==> src/rtl/contagem_pkg.sv <==
// Shared types and constants for the count bus observer: classification codes,
// the observer FSM state, and the default bus/step sizes.
package contagem_pkg;
  localparam int NBITS_CONTAGEM = 4;
  localparam int STEP_SMALL     = 1;
  localparam int STEP_LARGE     = 3;
  localparam int NBITS_ERR      = 8;
  localparam int STABLE_N       = 4;

  typedef enum logic [3:0] {
    M_NONE   = 4'd0,
    M_UP1    = 4'd1,
    M_UP3    = 4'd2,
    M_DN1    = 4'd3,
    M_DN3    = 4'd4,
    M_FREEZE = 4'd5,
    M_SAT    = 4'd6,
    M_RESET  = 4'd7,
    M_ERR    = 4'd8
  } mode_t;

  typedef enum logic {EMPTY, PRIMED} state_t;

  function automatic logic is_up(input mode_t m);
    return (m == M_UP1) || (m == M_UP3);
  endfunction

  function automatic logic is_dn(input mode_t m);
    return (m == M_DN1) || (m == M_DN3);
  endfunction
endpackage

==> src/rtl/count_step_decoder_step_classifier.sv <==
// Pure combinational decision of which counter operation turned prev into cur,
// plus whether that move crossed the max<->0 boundary.
module step_classifier
  import contagem_pkg::*;
#(
  parameter int N  = NBITS_CONTAGEM,
  parameter int SS = STEP_SMALL,
  parameter int SL = STEP_LARGE
) (
  input  logic [N-1:0] prev,
  input  logic [N-1:0] cur,
  output mode_t        mode,
  output logic         wrap
);
  localparam logic [N-1:0] D_UP1 = N'(SS);
  localparam logic [N-1:0] D_UP3 = N'(SL);
  localparam logic [N-1:0] D_DN1 = N'((1 << N) - SS);
  localparam logic [N-1:0] D_DN3 = N'((1 << N) - SL);

  logic [N-1:0] d;

  // Step classes are tested before the jump-to-zero case so 15->0 reads as UP1.
  always_comb begin
    d    = cur - prev;
    mode = M_ERR;
    if (d == '0)
      mode = ((prev == '0) || (prev == '1)) ? M_SAT : M_FREEZE;
    else if (d == D_UP1) mode = M_UP1;
    else if (d == D_UP3) mode = M_UP3;
    else if (d == D_DN1) mode = M_DN1;
    else if (d == D_DN3) mode = M_DN3;
    else if (cur == '0)  mode = M_RESET;
    wrap = (is_up(mode) && (cur < prev)) || (is_dn(mode) && (cur > prev));
  end
endmodule

==> src/rtl/count_step_decoder.sv <==
// Observes the counter's count bus and reports, per accepted sample, which
// operation the counter performed, with direction/stability/error status.
module count_step_decoder
  import contagem_pkg::*;
#(
  parameter int NBITS_CONTAGEM = contagem_pkg::NBITS_CONTAGEM,
  parameter int STEP_SMALL     = contagem_pkg::STEP_SMALL,
  parameter int STEP_LARGE     = contagem_pkg::STEP_LARGE,
  parameter int NBITS_ERR      = contagem_pkg::NBITS_ERR,
  parameter int STABLE_N       = contagem_pkg::STABLE_N
) (
  input  logic                      clk_2,
  input  logic                      reset,
  input  logic                      valid_in,
  input  logic [NBITS_CONTAGEM-1:0] count_in,
  output logic [3:0]                mode_out,
  output logic                      mode_valid,
  output logic                      dir_down,
  output logic                      step_large,
  output logic                      wrapped,
  output logic                      stable,
  output logic [NBITS_ERR-1:0]      err_count,
  output logic [NBITS_CONTAGEM-1:0] last_count
);
  localparam int RW = $clog2(STABLE_N + 1);

  state_t        state, state_nxt;
  mode_t         mode_q, cls;
  logic          cls_wrap;
  logic [RW-1:0] run;

  step_classifier #(
    .N  (NBITS_CONTAGEM),
    .SS (STEP_SMALL),
    .SL (STEP_LARGE)
  ) u_cls (
    .prev (last_count),
    .cur  (count_in),
    .mode (cls),
    .wrap (cls_wrap)
  );

  always_ff @(posedge clk_2) begin
    if (reset) state <= EMPTY;
    else       state <= state_nxt;
  end

  // EMPTY only ever waits for the first sample; nothing leads back to it but reset.
  always_comb begin
    state_nxt = state;
    if (state == EMPTY && valid_in) state_nxt = PRIMED;
  end

  always_ff @(posedge clk_2) begin
    if (reset) begin
      mode_q     <= M_NONE;
      mode_valid <= 1'b0;
      dir_down   <= 1'b0;
      step_large <= 1'b0;
      wrapped    <= 1'b0;
      err_count  <= '0;
      last_count <= '0;
      run        <= '0;
    end else begin
      mode_valid <= 1'b0;
      wrapped    <= 1'b0;
      if (valid_in) begin
        last_count <= count_in;
        if (state == PRIMED) begin
          mode_q     <= cls;
          mode_valid <= 1'b1;
          wrapped    <= cls_wrap;
          if (is_up(cls) || is_dn(cls)) begin
            dir_down   <= is_dn(cls);
            step_large <= (cls == M_UP3) || (cls == M_DN3);
          end else if (cls == M_RESET) begin
            dir_down   <= 1'b0;
            step_large <= 1'b0;
          end
          if (cls == M_ERR) begin
            run <= '0;
            if (err_count != '1) err_count <= err_count + 1'b1;
          end else if (cls == mode_q) begin
            if (run < RW'(STABLE_N)) run <= run + 1'b1;
          end else begin
            run <= RW'(1);
          end
        end
      end
    end
  end

  assign mode_out = mode_q;
  assign stable   = (run >= RW'(STABLE_N));
endmodule

==> config.mk <==
export PLATFORM = sky130hd
export DESIGN_NAME = count_step_decoder
export DESIGN_NICKNAME = d
export VERILOG_FILES = /design/src/rtl/contagem_pkg.sv /design/src/rtl/count_step_decoder_step_classifier.sv /design/src/rtl/count_step_decoder.sv
export SDC_FILE = /design/constraint.sdc
export NUM_CORES = 1
export LEC_CHECK = 0
export BUFFER_PORTS_ARGS = -buffer_cell sky130_fd_sc_hd__clkbuf_2
export CELL_PAD_IN_SITES_DETAIL_PLACEMENT = 2
export CELL_PAD_IN_SITES_GLOBAL_PLACEMENT = 2
export CORE_MARGIN = 3
export CORE_UTILIZATION = 35
export DETAILED_ROUTE_END_ITERATION = 16
export PLACE_DENSITY = 0.82
export SLEW_MARGIN = 20
export SYNTH_ARGS = -nofsm -noshare
export SYNTH_HDL_FRONTEND = slang
export SYNTH_SLANG_ARGS = --single-unit
export TNS_END_PERCENT = 100
==> constraint.sdc <==
create_clock -name clk_2 -period 5.46 [get_ports clk_2]
set_input_delay 1.092 -clock clk_2 [delete_from_list [all_inputs] [get_ports clk_2]]
set_output_delay 1.092 -clock clk_2 [all_outputs]
set_load 0.02 [all_outputs]
### After elaboration in Yosys (flattened, before gate mapping)

Cells that the tools add are included.

* register bits: 24
* latch bits: 0
* bits in writable memories: 0
* ROM bits: 0
* input port bits: 7
* output and inout port bits: 21
* word-level logic and storage cells: 65
* memories kept: 0

* add/subtract/negate cells: 3
* multipliers: 0
* div/mod/pow operators: 0
* order comparisons: 4
* eq/ne operators: 14
* shift operators: 0
* multiplexer cells: 14
* bitwise operators: 2
* reductions and logical operators: 19

Operators by type and width (count)
* $mux 4: 6
* $eq 4x4->1 const B: 4
* $eq 4x2->1 const B: 3
* $logic_not 4->1: 3
* $mux 3: 3
* $add 8x1->8 const B: 1
* $eq 4x1->1 const B: 2
* $eq 4x3->1 const B: 2
* $ne 8x8->1 const B: 1
* $logic_or 1x1->1: 6
* $reduce_and 3->1: 2
* $eq 4x4->1: 1
* $gt 4x4->1: 1
* $lt 4x4->1: 1
* $mux 1: 4
* $reduce_and 4->1: 1
* $sub 4x4->4: 1
* $add 3x1->3 const B: 1
* $ge 3x3->1 const B: 1
* $logic_and 1x1->1: 3
* $lt 3x3->1 const B: 1
* $ne 3x2->1 const B: 1
* $reduce_or 3->1: 1
* $mux 2: 1
* 4 further kinds: 5

### Depth between registers and ports, before layout

* depth in word-level cells: 12
* gate-level depth with buffers: 11
* depth with buffers taken out: 10

### Cells and area by module

Synthesis repeated with hierarchy kept, for this count alone.

* cells, all modules: 193
* area total of the unflattened synthesis: 1570.3 um2

Modules (own cells, without submodules)
* count_step_decoder: instances 1, cells an instance 130, area each 1136.1 um2, sequential area each 480.5 um2
* step_classifier: instances 1, cells an instance 63, area each 434.2 um2, sequential area each 0.0 um2

### Worst setup path after synthesis

No wires, ideal clock.

* kind: input to register
* start point: input count_in[0]
* end point: register run[0]
* setup time: 120 ps
* arrival time: 3425 ps
* required time: 5340 ps
* slack: 1915 ps
* cell stages on the path: 10
* buffers on the path: 0
* path through: inv_1 > ha_1 > fa_1 > xnor2_2 > xnor2_1 > xnor2_1 > o32a_1 > or3_1 > a211o_1 > o31a_1

* longest elaborated chain between the ends: 10
* elaborated cells on any way between the ends: 19
* classes of those cells: add/sub: 1; eq/ne: 7; mux: 8; reduce/logical: 3

RTL lines
* start, declared: RTL line count_step_decoder.sv:15 `input logic [NBITS_CONTAGEM-1:0] count_in,`
* $sub 4x4->4 or $logic_not 4->1 (tied branches): RTL line count_step_decoder_step_classifier.sv:24, count_step_decoder_step_classifier.sv:32
* $eq 4x4->1 or $mux 4 (tied branches): RTL line count_step_decoder_step_classifier.sv:31, count_step_decoder_step_classifier.sv:32
* $mux 4: RTL line count_step_decoder_step_classifier.sv:31 `else if (d == D_DN3) mode = M_DN3;`
* $mux 4: RTL line count_step_decoder_step_classifier.sv:30 `else if (d == D_DN1) mode = M_DN1;`
* $mux 4: RTL line count_step_decoder_step_classifier.sv:29 `else if (d == D_UP3) mode = M_UP3;`
* $mux 4: RTL line count_step_decoder_step_classifier.sv:28 `else if (d == D_UP1) mode = M_UP1;`
* $mux 4 *: RTL line count_step_decoder_step_classifier.sv:26 `if (d == '0)`
* $eq 4x4->1, on equally long branches: RTL line count_step_decoder.sv:80, count_step_decoder.sv:83
* $ne 3x2->1 (no line) or $mux 3 (tied branches)
* $reduce_and 3->1 (no line) or $mux 3 (tied branches)
* end signal, assigned: RTL line count_step_decoder.sv:84 `if (run < RW'(STABLE_N)) run <= run + 1'b1;`
* end, declared: RTL line count_step_decoder.sv:30 `logic [RW-1:0] run;`

Mark *: on every way between the ends. The rest lies on a longest branch, timed or not.
A chain may end at the register's enable or synchronous reset.

### Worst setup path after layout

* start point: input count_in[0]
* end point: register run[1]

The elaborated chain is that of the path after synthesis.

==> impl_results.md <==
- Status: finished, final reports clean
- EDFF count, synth: 0
- WP data required: 5630 ps
- Clock transition at path regs: ~90 ps
- Top_reg_cell synth: dfxtp_1
- DP HPWL: between 3000 and 4000 um
- Average wire per standard cell: around 18 um
- Die H: about 74 um
- Worst path top cell family by delay: simple AND/OR/NAND/NOR gates
- Post-CTS resize count: 0
- Fin. Hold Viols: 0
- Initial DRC count: between 60 and 70
- Pleak: about 0.75 nW
- Least-Margin Pin Slew: about 770 ps
- Final setup violation count: 0
- Horiz. Die Dim: approximately 74 um
- Crit path max-delay cell type: or4_1
- CP startpoint kind: input pin
- Worst hold path class: register to register
- Seq/Total Area, Yosys: 0.297
- Share of layout cells above drive strength 1: 0.194
- Critical Path AT: a little under 4000 ps
- Buf/Inv on CP: 2
- CP max FO: 6
- Syn_area_per_cell: roughly 8.3 um^2
- Maxcap violations: 0
- Antenna Nets Post-Route: 0
- Core box area: approximately 0.0044 mm^2
- Ports: 28
- CTS tree: built
- DRC: 0
- Synth cell types: 51
- Power density cells: 272 mW/mm^2
- # hold bufs at CTS: 0
- Peak VDD IR: around 0.1 mV
- Place WS: roughly 1500 ps
- GR Overflow Total: 0
- Setup crit end kind: register
- Cts bufs inserted: 3
- CTS sink count: 24
- Root buffer cell: clkbuf_8
- Total GRT Usage: 0.193
- Async SR Flop Fraction: 0
- Fin worst setup slack: ~1700 ps
- Seq cells post-synth: 24
- Fin Clk Skew: 1.35 ps
- DR vias/cell: around 5.6
- Synth warn: 0
- Fin cells: around 270
- Max Clock Freq: roughly 270 MHz
- Largest net degree at the start of global routing: 26
- Worst rel slew slack: 0.483
- Tmin final: ~3700 ps
- Synth Cell Area: between 0.0015 and 0.002 mm^2
- Post-Place Cells: ~270
- H-tree levels: 1
- DR pass1 iterations: 4
- Setup Total Neg Slack: 0 ps
- Vias in the first global route: 1635
- Syn_nets: 210
- ANT cells: 0
- Post-CTS setup buffers: 0
- Nets: 233
- CTS Buffer Depth: 2
- Critical path cell sequence: clkbuf_2, inv_1, ha_1, fa_1, xnor2_2, nand2_1, mux2_2, and3_1, or4_1, o31ai_1
- Filler Cell Count: between 500 and 600
- Mapped Cells: slightly below 200
- Vias: about 1500
- Drt total wl: between 4000 and 5000 um
- Pins over their slew limit: 0
- Final core utilization: 0.414
- Layout area overhead: 12.9%
- Starting density of the core: 0.367
- CP Class: input pin to register
- RSZ-0062 raised after global routing: false
- Initial antenna violation count: 0
- Total die area: roughly 0.0055 mm^2
- Clk Latency, worst-skew pair: ~270 ps
- Total power draw: roughly 0.0005 W
- Quantity of I/O buffers inserted on ports: 27
- # rows: 24
- Largest stage delay, worst path: 520 ps
- First-pass GRT wire length: 8180 um
- Placer Congestion: 0.872
- Final worst-path cycle share: 0.682
-- kinds of logic after synthesis --
group	after synthesis	synth area share
AOI/OAI and AO/OA	36	0.153
xor gates and xnor gates	16	0.0911
adders and majority gates	8	0.0664
buffers and inverters	20	0.0641
DFF	24	0.297
muxes	10	0.0633
and+or+nand+nor	81	0.266
-- registers in the layout, indices dropped and copies added (netlist names), 3 cells and up --
name,count
err_count,8
last_count,4
mode_out,4
run,3
-- report_power, final --
group          internal (W)  switching [W]
clock             0.0000981      0.0000627
combinational     0.0000558      0.0000933
sequential         0.000181     0.00000709
total              0.000335       0.000163
-- tightest hold or removal path: stages, from the launching register on --
cell     delay (ps)
dfxtp_1         320
nand2_1          50
a21oi_1          50
-- cells in the mapped netlist (2+ instances only) --
| cell type | count | area, um^2 |
|---|---|---|
| xnor2_1 | 9 | 78.8 |
| nand3_1 | 4 | 20.0 |
| mux2_2 | 2 | 22.5 |
| nor4_1 | 2 | 12.5 |
| a21oi_1 | 10 | 50.1 |
| a311oi_1 | 2 | 17.5 |
| a211oi_1 | 2 | 15.0 |
| or4_1 | 3 | 22.5 |
| nand4_1 | 3 | 18.8 |
| nand2_1 | 21 | 78.8 |
| nor2_1 | 24 | 90.1 |
| buf_6 | 2 | 22.5 |
| o32ai_1 | 2 | 17.5 |
| nor3_1 | 8 | 40.0 |
| xor2_1 | 6 | 52.6 |
| clkbuf_1 | 5 | 18.8 |
| dfxtp_1 | 24 | 480 |
| mux2i_1 | 8 | 80.1 |
| and3_1 | 2 | 12.5 |
| inv_1 | 11 | 41.3 |
| ha_1 | 7 | 87.6 |
| or3_1 | 3 | 18.8 |
| o21ai_0 | 6 | 30.0 |
| o31ai_1 | 2 | 15.0 |
-- final timing paths --
kind            startpoint    endpoint  slack, ps  cells after the start
max            count_in[0]      run[1]       1740                     10
min             step_large  step_large        460                      2
max reg2reg  last_count[0]      run[1]       2350                      8
min reg2reg     step_large  step_large        460                      2
-- through the flow --
| stage | hold slack [ps] | cell area (um^2) |
|---|---|---|
| after floorplan | 454 | 1620 |
| after global placement | 442 | 1760 |
| after detailed placement | 452 | 1760 |
| after CTS | 465 | 1830 |
| after global routing | 499 | 1830 |
| final | 459 | 1830 |
-- cell type report --
cell class / count / area [um^2] / share of cell area
inverters: 11 / 41.3 / 0.0226
multi-input cells: 151 / 1040 / 0.566
flip-flops and latches: 24 / 480 / 0.263
well taps: 52 / 65.1 / 0.0356
clock buffers: 3 / 41.3 / 0.0226
repair buffers: 27 / 135 / 0.0739
clock inverters: 1 / 30.0 / 0.0164
-- layer usage --
metal	share of wire	vias up	track usage	wire length, um
met5	0	-	0	0
met4	0.012	0	0.0483	57
met3	0.037	6	0.0257	184
met2	0.52	36	0.340	2570
met1	0.43	739	0.248	2150
li1	-	729	-	-
-- cells in the final DEF, fill, tap and decap left out, types with 2 or more instances in the layout --
cell type and n:
clkbuf_2 27, nor2_1 24, dfxtp_1 24, nand2_1 21, inv_1 11, a21oi_1 10, xnor2_1 9, mux2i_1 8
nor3_1 8, ha_1 7, xor2_1 6, o21ai_0 6, nand3_1 4, or4_1 3, nand4_1 3, or3_1 3
clkbuf_8 3, o32ai_1 2, mux2_2 2, and3_1 2, nor4_1 2, a311oi_1 2, o31ai_1 2, a211oi_1 2
(Power assumes the default switching activity.)
